<file path="src/rtl/lsu_pkg.sv">
// Shared types and constants for the load/store unit: FSM states, RISC-V
// width encodings and writeback-mux selects.
package lsu_pkg;

  typedef enum logic [1:0] {
    IDLE   = 2'd0,
    ACCESS = 2'd1,
    RESP   = 2'd2
  } state_t;

  localparam logic [2:0] F3_B  = 3'b000;
  localparam logic [2:0] F3_H  = 3'b001;
  localparam logic [2:0] F3_W  = 3'b010;
  localparam logic [2:0] F3_BU = 3'b100;
  localparam logic [2:0] F3_HU = 3'b101;

  localparam logic [1:0] WB_ALU = 2'b00;
  localparam logic [1:0] WB_MEM = 2'b01;
  localparam logic [1:0] WB_PC4 = 2'b10;

  // True when the width encoding is legal for this direction and the byte
  // offset is naturally aligned for that width.
  function automatic logic req_ok(input logic       we,
                                  input logic [2:0] f3,
                                  input logic [1:0] lo);
    case (f3)
      F3_B:    return 1'b1;
      F3_H:    return !lo[0];
      F3_W:    return lo == 2'b00;
      F3_BU:   return !we;
      F3_HU:   return !we && !lo[0];
      default: return 1'b0;
    endcase
  endfunction

endpackage

</file>
<file path="src/rtl/lsu_lane_align.sv">
// Byte-lane steering: store data replication and strobes, load lane
// extraction with sign/zero extension. Purely combinational.
module lsu_lane_align
  import lsu_pkg::*;
(
  input  logic [2:0]  st_funct3,
  input  logic [1:0]  st_lo,
  input  logic [31:0] st_data,
  output logic [31:0] st_wdata,
  output logic [3:0]  st_strb,
  input  logic [2:0]  ld_funct3,
  input  logic [1:0]  ld_lo,
  input  logic [31:0] ld_word,
  output logic [31:0] ld_data
);

  logic [31:0] shifted;

  always_comb begin
    st_wdata = st_data;
    st_strb  = 4'b1111;
    case (st_funct3)
      F3_B: begin
        st_wdata = {4{st_data[7:0]}};
        st_strb  = 4'b0001 << st_lo;
      end
      F3_H: begin
        st_wdata = {2{st_data[15:0]}};
        st_strb  = 4'b0011 << st_lo;
      end
      default: ;
    endcase
  end

  assign shifted = ld_word >> {ld_lo, 3'b000};

  always_comb begin
    ld_data = ld_word;
    case (ld_funct3)
      F3_B:    ld_data = {{24{shifted[7]}}, shifted[7:0]};
      F3_H:    ld_data = {{16{shifted[15]}}, shifted[15:0]};
      F3_BU:   ld_data = {24'd0, shifted[7:0]};
      F3_HU:   ld_data = {16'd0, shifted[15:0]};
      default: ;
    endcase
  end

endmodule

</file>
<file path="src/rtl/lsu_mem_ctrl.sv">
// Load/store controller: one outstanding access to a handshaked data memory,
// stalling the core until a single-cycle RESP with done and error flags.
module lsu_mem_ctrl
  import lsu_pkg::*;
#(
  parameter int N              = 32,
  parameter int TIMEOUT_CYCLES = 255
) (
  input  logic         clk,
  input  logic         rst,
  input  logic         req_valid,
  input  logic         req_we,
  input  logic [2:0]   funct3,
  input  logic [N-1:0] addr,
  input  logic [N-1:0] wdata,
  output logic         stall,
  output logic [N-1:0] rdata,
  output logic         done,
  output logic         err_misalign,
  output logic         err_bus,
  output logic         mem_req,
  output logic         mem_we,
  output logic [N-1:0] mem_addr,
  output logic [N-1:0] mem_wdata,
  output logic [3:0]   mem_wstrb,
  input  logic         mem_ready,
  input  logic [N-1:0] mem_rdata
);

  localparam logic [7:0] TO_LAST = 8'(TIMEOUT_CYCLES - 1);

  state_t       state;
  logic [7:0]   to_cnt;
  logic [2:0]   funct3_q;
  logic [1:0]   lo_q;
  logic [N-1:0] st_wdata;
  logic [3:0]   st_strb;
  logic [N-1:0] ld_data;
  logic         legal;

  assign legal = req_ok(req_we, funct3, addr[1:0]);
  assign stall = (state == IDLE && req_valid) || (state == ACCESS);

  // Store side steers the incoming request; load side uses the latched
  // request against the word returned by memory.
  lsu_lane_align u_align (
    .st_funct3 (funct3),
    .st_lo     (addr[1:0]),
    .st_data   (wdata),
    .st_wdata  (st_wdata),
    .st_strb   (st_strb),
    .ld_funct3 (funct3_q),
    .ld_lo     (lo_q),
    .ld_word   (mem_rdata),
    .ld_data   (ld_data)
  );

  // NOTE: every register here uses <= so all updates see pre-edge values;
  // blocking assignments would make later statements observe new state.
  always_ff @(posedge clk) begin
    if (rst) begin
      state        <= IDLE;
      to_cnt       <= '0;
      funct3_q     <= '0;
      lo_q         <= '0;
      rdata        <= '0;
      done         <= 1'b0;
      err_misalign <= 1'b0;
      err_bus      <= 1'b0;
      mem_req      <= 1'b0;
      mem_we       <= 1'b0;
      mem_addr     <= '0;
      mem_wdata    <= '0;
      mem_wstrb    <= '0;
    end else begin
      done <= 1'b0;
      case (state)
        IDLE: begin
          if (req_valid) begin
            if (legal) begin
              funct3_q  <= funct3;
              lo_q      <= addr[1:0];
              mem_req   <= 1'b1;
              mem_we    <= req_we;
              mem_addr  <= {addr[N-1:2], 2'b00};
              mem_wdata <= st_wdata;
              mem_wstrb <= req_we ? st_strb : 4'b0000;
              to_cnt    <= '0;
              state     <= ACCESS;
            end else begin
              err_misalign <= 1'b1;
              rdata        <= '0;
              done         <= 1'b1;
              state        <= RESP;
            end
          end
        end
        ACCESS: begin
          // mem_we/addr/wdata/wstrb are untouched here, so they stay stable.
          if (mem_ready) begin
            if (!mem_we) rdata <= ld_data;
            mem_req <= 1'b0;
            done    <= 1'b1;
            state   <= RESP;
          end else if (to_cnt == TO_LAST) begin
            err_bus <= 1'b1;
            rdata   <= '0;
            mem_req <= 1'b0;
            done    <= 1'b1;
            state   <= RESP;
          end else begin
            to_cnt <= to_cnt + 8'd1;
          end
        end
        RESP: begin
          err_misalign <= 1'b0;
          err_bus      <= 1'b0;
          state        <= IDLE;
        end
        default: state <= IDLE;
      endcase
    end
  end

endmodule

</file>
<file path="config.mk">
export PLATFORM = sky130hd
export DESIGN_NAME = lsu_mem_ctrl
export DESIGN_NICKNAME = d
export VERILOG_FILES = /design/src/rtl/lsu_pkg.sv /design/src/rtl/lsu_lane_align.sv /design/src/rtl/lsu_mem_ctrl.sv
export SDC_FILE = /design/constraint.sdc
export NUM_CORES = 1
export LEC_CHECK = 0
export CAP_MARGIN = 25
export CORE_MARGIN = 2
export CORE_UTILIZATION = 25
export DETAILED_ROUTE_END_ITERATION = 10
export PLACE_DENSITY = 0.47
export REMOVE_ABC_BUFFERS = 1
export SYNTH_ARGS = -nofsm -noshare
export SYNTH_HDL_FRONTEND = slang
export SYNTH_SLANG_ARGS = --single-unit
export TNS_END_PERCENT = 20
</file>
<file path="constraint.sdc">
create_clock -name clk -period 5.7 [get_ports clk]
set_input_delay 0.57 -clock clk [delete_from_list [all_inputs] [get_ports clk]]
set_output_delay 0.57 -clock clk [all_outputs]
set_load 0.005 [all_outputs]
</file>
==> impl_results.md, run 1 <==
* Worst Skew at 0.00980 ns
* CP Buf/Inv Count at 2
* Root buf cell: clkbuf_16
* Share of cells above drive strength 1 at 0.0796
* Worst-case clock buffer depth at 2
* Flops & latches, synth at 118
* Peak VDD IR at 0.187 mV
* Total Routed Length at 18.9 mm
* Largest net degree at the start of global routing at 70
* Clk_lat worst skew at 0.41 ns
* Grt ovf at 0
* Unrepaired setup endpoints after global routing: false
* Busiest grt layer: met2
* Share of Yosys cell area claimed by the top area cell type at 0.431
* Yosys top cell by area: dfxtp_1
* Minimum clock period at 3.05 ns
* GP Congestion at 0.752
* CP max stage delay at 0.76 ns
* Avg WL per Cell at 16.3 um
* Initial Util at 0.253
* Fin Setup TNS at 0 ns
* Crit-path max FO at 62
* Vias at 5,428
* # H-tree levels at 4
* Place WS at 2.21 ns
* Antenna Nets Post-Route at 0
* Async SR Flop Fraction at 0
* Met3 Track Usage GR at 0.0673
* CP Cell Sequence: clkdlybuf4s50_1 > a221oi_4 > o21ba_4 > buf_4 > nor2_1 > a311oi_1
* CP max stage cell: clkdlybuf4s50_1
* Top delay family on crit path: compound AO/OA/AOI/OAI gates
* Via density at 4.68
* CP Capture Type: flip-flop
* Period utilisation layout at 0.536
* # port buffers at 207
* CTS Buf Count at 17
* Core ar. at 21,700 um^2
* Fmax at 327 MHz
* GR Util met2 at 0.247
* # hold bufs at CTS at 0
* Final setup viols at 0
* Arr. time, crit path at 3.37 ns
* Area after DPL at 7730 um^2
* Crit path kind: in2reg
* PD cells at 276 nW/um^2
* First-pass DRT Iterations at 4
* Most common cell in the netlist: nand2_1
* Synth Warn # at 0
* PostCTS Resize Cnt at 0
* Seq/Total Area, Yosys at 0.431
* Syn Std Cell Area at 5490 um^2
* Synth top area cells: dfxtp_1, nand2_1, a21oi_1, nor2_1, mux2i_1
* DRC viols at 0
* Max_cap viols at 0
* Commonest cells post-synth: nand2_1, dfxtp_1, a21oi_1
* Worst-path clk slew at 0.06 ns
* Crit path launch type: input pin
* Final WS setup at 2.65 ns
* Post-synth EDFFs at 0
* Gr usage total at 0.162
* Synth cell types at 49
* Tot Pwr at 2.29 mW
* Inserted Diodes at 0
* Fin. max-slew vios at 0
* Final instance area at 8300 um^2
* CTS tree: done
* Iteration-0 DRC Markers at 263
* First-pass GRT wire length at 30.3 mm
* # rows at 54
* Vias in the first global route at 5,454
* Final #Nets at 972
* Layout area overhead at 51.3%
* Initial antenna violation count at 0
* Die span in y at 152 um
* Req. time, crit path at 6.02 ns
* Full die area at 23,100 um^2
* Die width at 152 um
* Max_slew headroom at 0.317
* Final hold slack at 0.450 ns
* HPWL after DPL at 13.1 mm
* Met1 GRT Util at 0.211
* Worst-margin pin slew at 1.02 ns
* Syn Inst Count at 688
* Outcome: finished clean
* Pleak at 2.75 nW
* Post-CTS setup buffer count at 0
* Clk sinks at 118
* Synth Flop Type: dfxtp_1
* # IOs at 210
* Mean Syn Cell Area at 7.97 um^2
* Hold Vio Cnt, Final at 0
* HP Class: reg2reg
[where the power goes]
| part | total [mW] | internal (mW) | switching, mW |
|---|---|---|---|
| Combinational | 0.390 | 0.203 | 0.186 |
| Clock | 0.997 | 0.564 | 0.433 |
| Sequential | 0.904 | 0.871 | 0.0328 |
| Total | 2.29 | 1.64 | 0.653 |
[metal layers]
metal / wire [um] / up-vias
li1: - / 2747
met1: 8890 / 2501
met3: 1630 / 13
met2: 8180 / 167
met4: 180 / 0
met5: 0 / -
[state kept, by name, summed over array words and instances, names as in the netlist, 2 cells and up]
name       cells
rdata         32
to_cnt         8
mem_wdata     32
mem_addr      30
lo_q           2
funct3_q       3
state          2
mem_wstrb      4
[path summary, 6_finish.rpt]
path                     startpoint                    endpoint  slack [ns]  cells after the start
max                       funct3[2]  mem_wdata[17]$_SDFFE_PP0P_        2.65                      6
max reg2reg   state[0]$_SDFFE_PP0P_  mem_wdata[17]$_SDFFE_PP0P_        3.12                      5
min reg2reg  rdata[10]$_SDFFE_PP0P_      rdata[10]$_SDFFE_PP0P_        0.45                      2
min          rdata[10]$_SDFFE_PP0P_      rdata[10]$_SDFFE_PP0P_        0.45                      2
[worst register-to-register path, stage by stage (launching register included)]
cell and delay (ns):
dfxtp_1 0.39, or3b_1 0.54, o21ba_4 0.77, buf_4 0.48
nor2_1 0.08, a311oi_1 0.23
[cells in the final DEF (no fill, tap or decap), types with 5 or more instances in the layout]
cell type,n
nor2_1,56
o22a_1,6
nand2b_1,13
a22oi_1,5
clkdlybuf4s50_1,206
o211ai_1,11
a21oi_1,92
a211oi_2,10
buf_4,9
o21ai_0,16
nor2b_1,6
nand2_1,162
clkbuf_16,17
a311oi_1,8
inv_6,5
dfxtp_1,118
inv_1,10
mux2i_1,20
a211oi_1,18
nand3_1,19
o2111ai_1,11
[cell families (layout without fill, tap and decap cells)]
| family | count (synthesis) | count (layout) | share of synthesized area |
|---|---|---|---|
| buf+inv | 69 | 259 | 0.0554 |
| simple gates | 281 | 281 | 0.227 |
| fa+ha+maj | 2 | 2 | 0.00456 |
| flops | 118 | 118 | 0.431 |
| other cells | 1 | 2 | 0.000684 |
| mux | 23 | 23 | 0.0427 |
| xor+xnor | 3 | 3 | 0.00479 |
| compound gates | 191 | 191 | 0.234 |
[area by class of cell]
type | count | area [um^2]
Clock inverter | 15 | 119
Sequential cell | 118 | 2360
Fill cell | 2291 | 13400
Tap cell | 280 | 350
Inverter | 10 | 37.5
Multi-Input combinational cell | 502 | 2830
Clock buffer | 17 | 425
Timing Repair Buffer | 217 | 2170
[stage by stage]
stage,instances,utilization
after floorplan,630,-
after global placement,1124,0.355
after detailed placement,1126,0.356
after CTS,1158,0.381
after global routing,1159,0.383
final,1159,0.383
Power figures use the tool's default switching activity.
==> run 2: changes to the inputs <==
Clock period 5.7 ns to 3 ns, I/O delays scaled along.
==> impl_results.md, run 2 (same netlist as run 1, synthesis figures left out) <==
* Req. time, crit path at 3.35 ns (-2.67 ns)
* Post-CTS setup buffer count at 0 (unchanged)
* Fin. max-slew vios at 0 (unchanged)
* CTS Buf Count at 17 (unchanged)
* Final #Nets at 981 (+0.93%)
* Max_cap viols at 0 (unchanged)
* Crit path kind: reg2reg
* Total Routed Length at 19.2 mm (+1.7%)
* Top delay family on crit path: simple AND/OR/NAND/NOR gates
* CP Buf/Inv Count at 1 (-1)
* Vias at 5,505 (+1.4%)
* Worst-path clk slew at 0.06 ns (about the same)
* Area after DPL at 7830 um^2 (+1.3%)
* Full die area at 23,100 um^2 (unchanged)
* Sw Ratio at 0.276 (-0.00932)
* # port buffers at 207 (unchanged)
* # H-tree levels at 4 (unchanged)
* Commonest non-fill, non-tap cells in the layout: clkdlybuf4s50_1, nand2_1, dfxtp_1
* PD cells at 529 nW/um^2 (+92%)
* Die span in y at 152 um (unchanged)
* Final instance area at 8400 um^2 (+1.3%)
* Switching pwr at 1.23 mW (+88%)
* Worst-case clock buffer depth at 2 (unchanged)
* First-pass DRT Iterations at 4 (unchanged)
* Top flop regs: mem_wdata: 32 flops, rdata: 32 flops, mem_addr: 30 flops
* Die width at 152 um (unchanged)
* Initial antenna violation count at 0 (unchanged)
* Fmax at 455 MHz
* # hold bufs at CTS at 0 (unchanged)
* PostCTS Resize Cnt at 0 (unchanged)
* Layout area overhead at 53.2%
* Peak VDD IR at 0.372 mV (+99%)
* HP Class: in2reg
* HPWL after DPL at 13.4 mm (+2.4%)
* Part of the power in registers at 0.385 (-0.010)
* # IOs at 210 (unchanged)
* Share of cells above drive strength 1 at 0.0878 (+0.00820)
* Inserted Diodes at 0 (unchanged)
* CTS tree: done
* Minimum clock period at 2.20 ns
* Iteration-0 DRC Markers at 268 (+1.9%)
* Via density at 4.71 (+0.64%)
* Fin Setup TNS at 0 ns (unchanged)
* Final setup viols at 0 (unchanged)
* Initial Util at 0.253 (unchanged)
* Root buf cell: clkbuf_16
* Largest net degree at the start of global routing at 61 (-13%)
* Period utilisation layout at 0.733
* Crit path launch type: flip-flop
* Gr usage total at 0.165 (+0.00324)
* Pleak at 2.81 nW (+2.2%)
* Commonest non-fill, non-tap cell in the layout: clkdlybuf4s50_1
* Outcome: finished clean
* Antenna Nets Post-Route at 0 (unchanged)
* Comb pwr share at 0.171 (about the same)
* Clk sinks at 118 (unchanged)
* Share of power burned in the clock network at 0.444 (+0.009)
* Cell-internal power at 3.22 mW (+97%)
* Unrepaired setup endpoints after global routing: false
* Crit-path max FO at 15 (-76%)
* CP max stage cell: or3b_1
* GP Congestion at 0.747 (-0.59%)
* Worst Skew at 0.0135 ns (+0.00374 ns)
* Core ar. at 21,700 um^2 (unchanged)
* Max_slew headroom at 0.574 (+0.257)
* # rows at 54 (unchanged)
* First-pass GRT wire length at 30.6 mm (+0.98%)
* CP Cell Sequence: or3b_1 > nor3_4 > nor3_2 > buf_6 > or4_1 > a21oi_1
* CP Capture Type: flip-flop
* CP max stage delay at 0.54 ns (-0.22 ns)
* Grt ovf at 0 (unchanged)
* Hold Vio Cnt, Final at 0 (unchanged)
* Clk_lat worst skew at 0.43 ns (+0.02 ns)
* Avg WL per Cell at 16.4 um (+0.89%)
* DRC viols at 0 (unchanged)
* Worst-margin pin slew at 0.639 ns (-0.381 ns)
* Vias in the first global route at 5,379 (-1.4%)
* Arr. time, crit path at 2.55 ns (-0.82 ns)
run 2: metal layers:
metal	vias up	global-route usage	wire length, um
met5	-	0	0
met4	0	0.0441	180
met3	18	0.0705	1810
met2	187	0.242	8270
met1	2530	0.223	8940
li1	2770	-	-
run 2: power groups by stage:
stage | Clock (mW) | Sequential, mW | Combinational, mW
2_1_floorplan | 0 | 1.75 | 0.277
3_3_place_gp | 0 | 1.75 | 0.764
3_5_place_dp | 0 | 1.75 | 0.763
4_1_cts | 2.04 | 1.71 | 0.767
5_1_grt | 2.10 | 1.73 | 0.837
6_report | 1.98 | 1.71 | 0.759
run 2: per-stage QoR:
stage | setup WS, ns | cells | hold WS (ns) | util | power [mW]
after global placement | 0.341 | 1135 | 0.440 | 0.361 | 2.51
after CTS | 0.727 | 1167 | 0.330 | 0.387 | 4.52
after detailed placement | 0.286 | 1135 | 0.444 | 0.361 | 2.51
after floorplan | 0.518 | 630 | 0.365 | - | 2.03
final | 0.802 | 1168 | 0.350 | 0.388 | 4.45
after global routing | 0.645 | 1168 | 0.365 | 0.388 | 4.66
run 2: cell type report:
class | instances | area [um^2]
sequential | 118 | 2360
fill | 2264 | 13300
inverter | 10 | 37.5
timing repair buffer | 226 | 2250
multi-input combinational | 502 | 2830
clock buffer | 19 | 443
tap | 280 | 350
clock inverter | 13 | 124
run 2: final timing paths:
path                            cells past startpoint  slack, ns                     to                  start
worst max-delay path                                6       0.80  rdata[6]$_SDFFE_PP0P_  state[0]$_SDFFE_PP0P_
worst min-delay path                                2       0.35   mem_req$_SDFFE_PP0P_                    rst
worst max register to register                      6       0.80  rdata[6]$_SDFFE_PP0P_  state[0]$_SDFFE_PP0P_
worst min register to register                      2       0.45  rdata[0]$_SDFFE_PP0P_  rdata[0]$_SDFFE_PP0P_
==> run 3: changes to the inputs <==
Clock period 3 ns to 2.07 ns, I/O delays scaled along.
==> impl_results.md, run 3 (same netlist as run 1, synthesis figures left out) <==
* GP Congestion at 0.731 (-2.1%)
* # rows at 54 (unchanged)
* Tot Pwr at 6.60 mW (+48%)
* Max_slew headroom at 0.663 (+0.0894)
* Worst Skew at 0.00875 ns (-0.00479 ns)
* Final instance area at 8780 um^2 (+4.5%)
* HP Class: in2reg
* Fin Setup TNS at 0 ns (unchanged)
* Final hold slack at 0.248 ns (-0.102 ns)
* PD cells at 752 nW/um^2 (+42%)
* Gr usage total at 0.163 (-0.00254)
* Hold EP: lo_q[1]$_SDFFE_PP0P_
* Reg2reg start: lo_q[0]$_SDFFE_PP0P_
* Unrepaired setup endpoints after global routing: false
* First-pass GRT wire length at 30.4 mm (-0.50%)
* Antenna Nets Post-Route at 0 (unchanged)
* Minimum clock period at 1.91 ns (-0.284 ns)
* Register Area at 2360 um^2 (unchanged)
* Area after DPL at 8180 um^2 (+4.5%)
* Req. time, crit path at 2.36 ns (-0.99 ns)
* Max_cap viols at 0 (unchanged)
* # IOs at 210 (unchanged)
* Avg WL per Cell at 15.8 um (-3.7%)
* Multi-input gate area at 2850 um^2 (+0.53%)
* Part of the power in registers at 0.375 (-0.010)
* Inserted Diodes at 0 (unchanged)
* CTS Buf Count at 17 (unchanged)
* Clk_lat worst skew at 0.41 ns (-0.02 ns)
* Die span in y at 152 um (unchanged)
* Die width at 152 um (unchanged)
* Final Util at 0.405 (+0.0174)
* CP Capture Type: flip-flop
* Peak VDD IR at 0.533 mV (+43%)
* Commonest non-fill, non-tap cells in the layout: clkdlybuf4s50_1, nand2_1, dfxtp_1
* Initial antenna violation count at 0 (unchanged)
* Period utilisation layout at 0.925 (+0.192)
* CTS tree: done
* Vias in the first global route at 5,578 (+3.7%)
* Busiest grt layer: met2
* HPWL after DPL at 14.0 mm (+4.4%)
* Worst reg2reg endpoint: rdata[30]$_SDFFE_PP0P_
* Switching pwr at 1.83 mW (+49%)
* Outcome: finished clean
* Reg2reg path depth at 5 (-1)
* Full die area at 23,100 um^2 (unchanged)
* Hold Vio Cnt, Final at 0 (unchanged)
* Cell-internal power at 4.77 mW (+48%)
* Fillers at 2,255 (-0.40%)
* Comb pwr share at 0.182 (+0.011)
* Hold Startpoint: rst
* Worst-path clk slew at 0.06 ns (about the same)
* Hold depth at 2 (unchanged)
* Arr. time, crit path at 2.20 ns (-0.35 ns)
* Share of power burned in the clock network at 0.443 (about the same)
* Final #Nets at 1,024 (+4.4%)
* DRC viols at 0 (unchanged)
* Fmax at 522 MHz (+15%)
* Commonest non-fill, non-tap cell in the layout: clkdlybuf4s50_1
* Sw Ratio at 0.278 (+0.00198)
* Worst-margin pin slew at 0.500 ns (-0.139 ns)
* Share of cells above drive strength 1 at 0.132 (+0.0443)
* Met1 GRT Util at 0.211 (-0.0121)
* Met3 Track Usage GR at 0.0716 (+0.00114)
* Via density at 4.60 (-2.4%)
* Core ar. at 21,700 um^2 (unchanged)
* Largest net degree at the start of global routing at 43 (-30%)
* Crit path launch type: flip-flop
* Top flop regs: mem_wdata: 32 flops, rdata: 32 flops, mem_addr: 30 flops
* First-pass DRT Iterations at 4 (unchanged)
* Clk sinks at 118 (unchanged)
* Root buf cell: clkbuf_16
* Layout area overhead at 60.1%
* Grt ovf at 0 (unchanged)
* GR Util met2 at 0.250 (+0.00815)
* Crit path kind: reg2reg
* Total Routed Length at 19.2 mm (-0.13%)
* # H-tree levels at 4 (unchanged)
* # port buffers at 207 (unchanged)
* Register-to-Register Setup Slack at 0.16 ns (-0.65 ns)
* Iteration-0 DRC Markers at 250 (-6.7%)
* Vias at 5,568 (+1.1%)
* Crit-path max FO at 16 (+1)
* # hold bufs at CTS at 0 (unchanged)
* Worst-case clock buffer depth at 2 (unchanged)
* Fin. max-slew vios at 0 (unchanged)
* Pleak at 3.04 nW (+8.1%)
* Initial Util at 0.253 (unchanged)
* Final setup viols at 0 (unchanged)
[run 3: worst max-delay path by stage]
stage                     startpoint                        end  slack [ns]  cells past startpoint
2_1_floorplan  state[0]$_SDFFE_PP0P_  mem_wstrb[2]$_SDFFE_PP0P_       -0.41                      4
3_3_place_gp               req_valid     rdata[18]$_SDFFE_PP0P_       -0.20                      6
3_5_place_dp               funct3[2]     rdata[30]$_SDFFE_PP0P_       -0.23                      6
4_1_cts         lo_q[0]$_SDFFE_PP0P_     rdata[30]$_SDFFE_PP0P_        0.01                      5
5_1_grt         lo_q[0]$_SDFFE_PP0P_     rdata[30]$_SDFFE_PP0P_       0.007                      5
6_report        lo_q[0]$_SDFFE_PP0P_     rdata[30]$_SDFFE_PP0P_        0.16                      5
[run 3: metrics by stage]
step / setup slack (ns) / std cells
floorplan: -0.412 / 630
global placement: -0.197 / 1179
detailed placement: -0.229 / 1179
CTS: 0.0145 / 1211
global route: 0.00683 / 1211
finish: 0.156 / 1211
[run 3: final cells by class]
cell class	count	share of cell area
Multi-Input combinational cell	502	0.324
Timing Repair Buffer	269	0.296
Sequential cell	118	0.269
Clock buffer	18	0.0500
Tap cell	280	0.0399
Clock inverter	14	0.0162
Inverter	10	0.00427
[run 3: power groups by stage]
stage	sequential [mW]	combinational [mW]	clock (mW)
6_report	2.47	1.20	2.93
5_1_grt	2.49	1.31	3.12
4_1_cts	2.47	1.21	3.02
3_5_place_dp	2.52	1.21	0
3_3_place_gp	2.52	1.21	0
2_1_floorplan	2.54	0.401	0
[run 3: critical path, stage by stage, from the launching register on]
cell      delay, ns
dfxtp_1        0.45
mux2_2         0.40
mux2_2         0.26
o21ai_0        0.21
o41a_4         0.33
a211oi_1       0.12
[run 3: per-layer routing]
metal,up-vias,share of wire
met2,177,0.43
met4,0,0.0072
met5,-,0
met3,10,0.085
li1,2847,-
met1,2534,0.47
[run 3: repair_timing]
action                                  CTS  global route
gates resized for setup                   0             3
hold endpoints to repair                  0             0
endpoints found under the setup margin    0            17
buffers inserted                          0             0
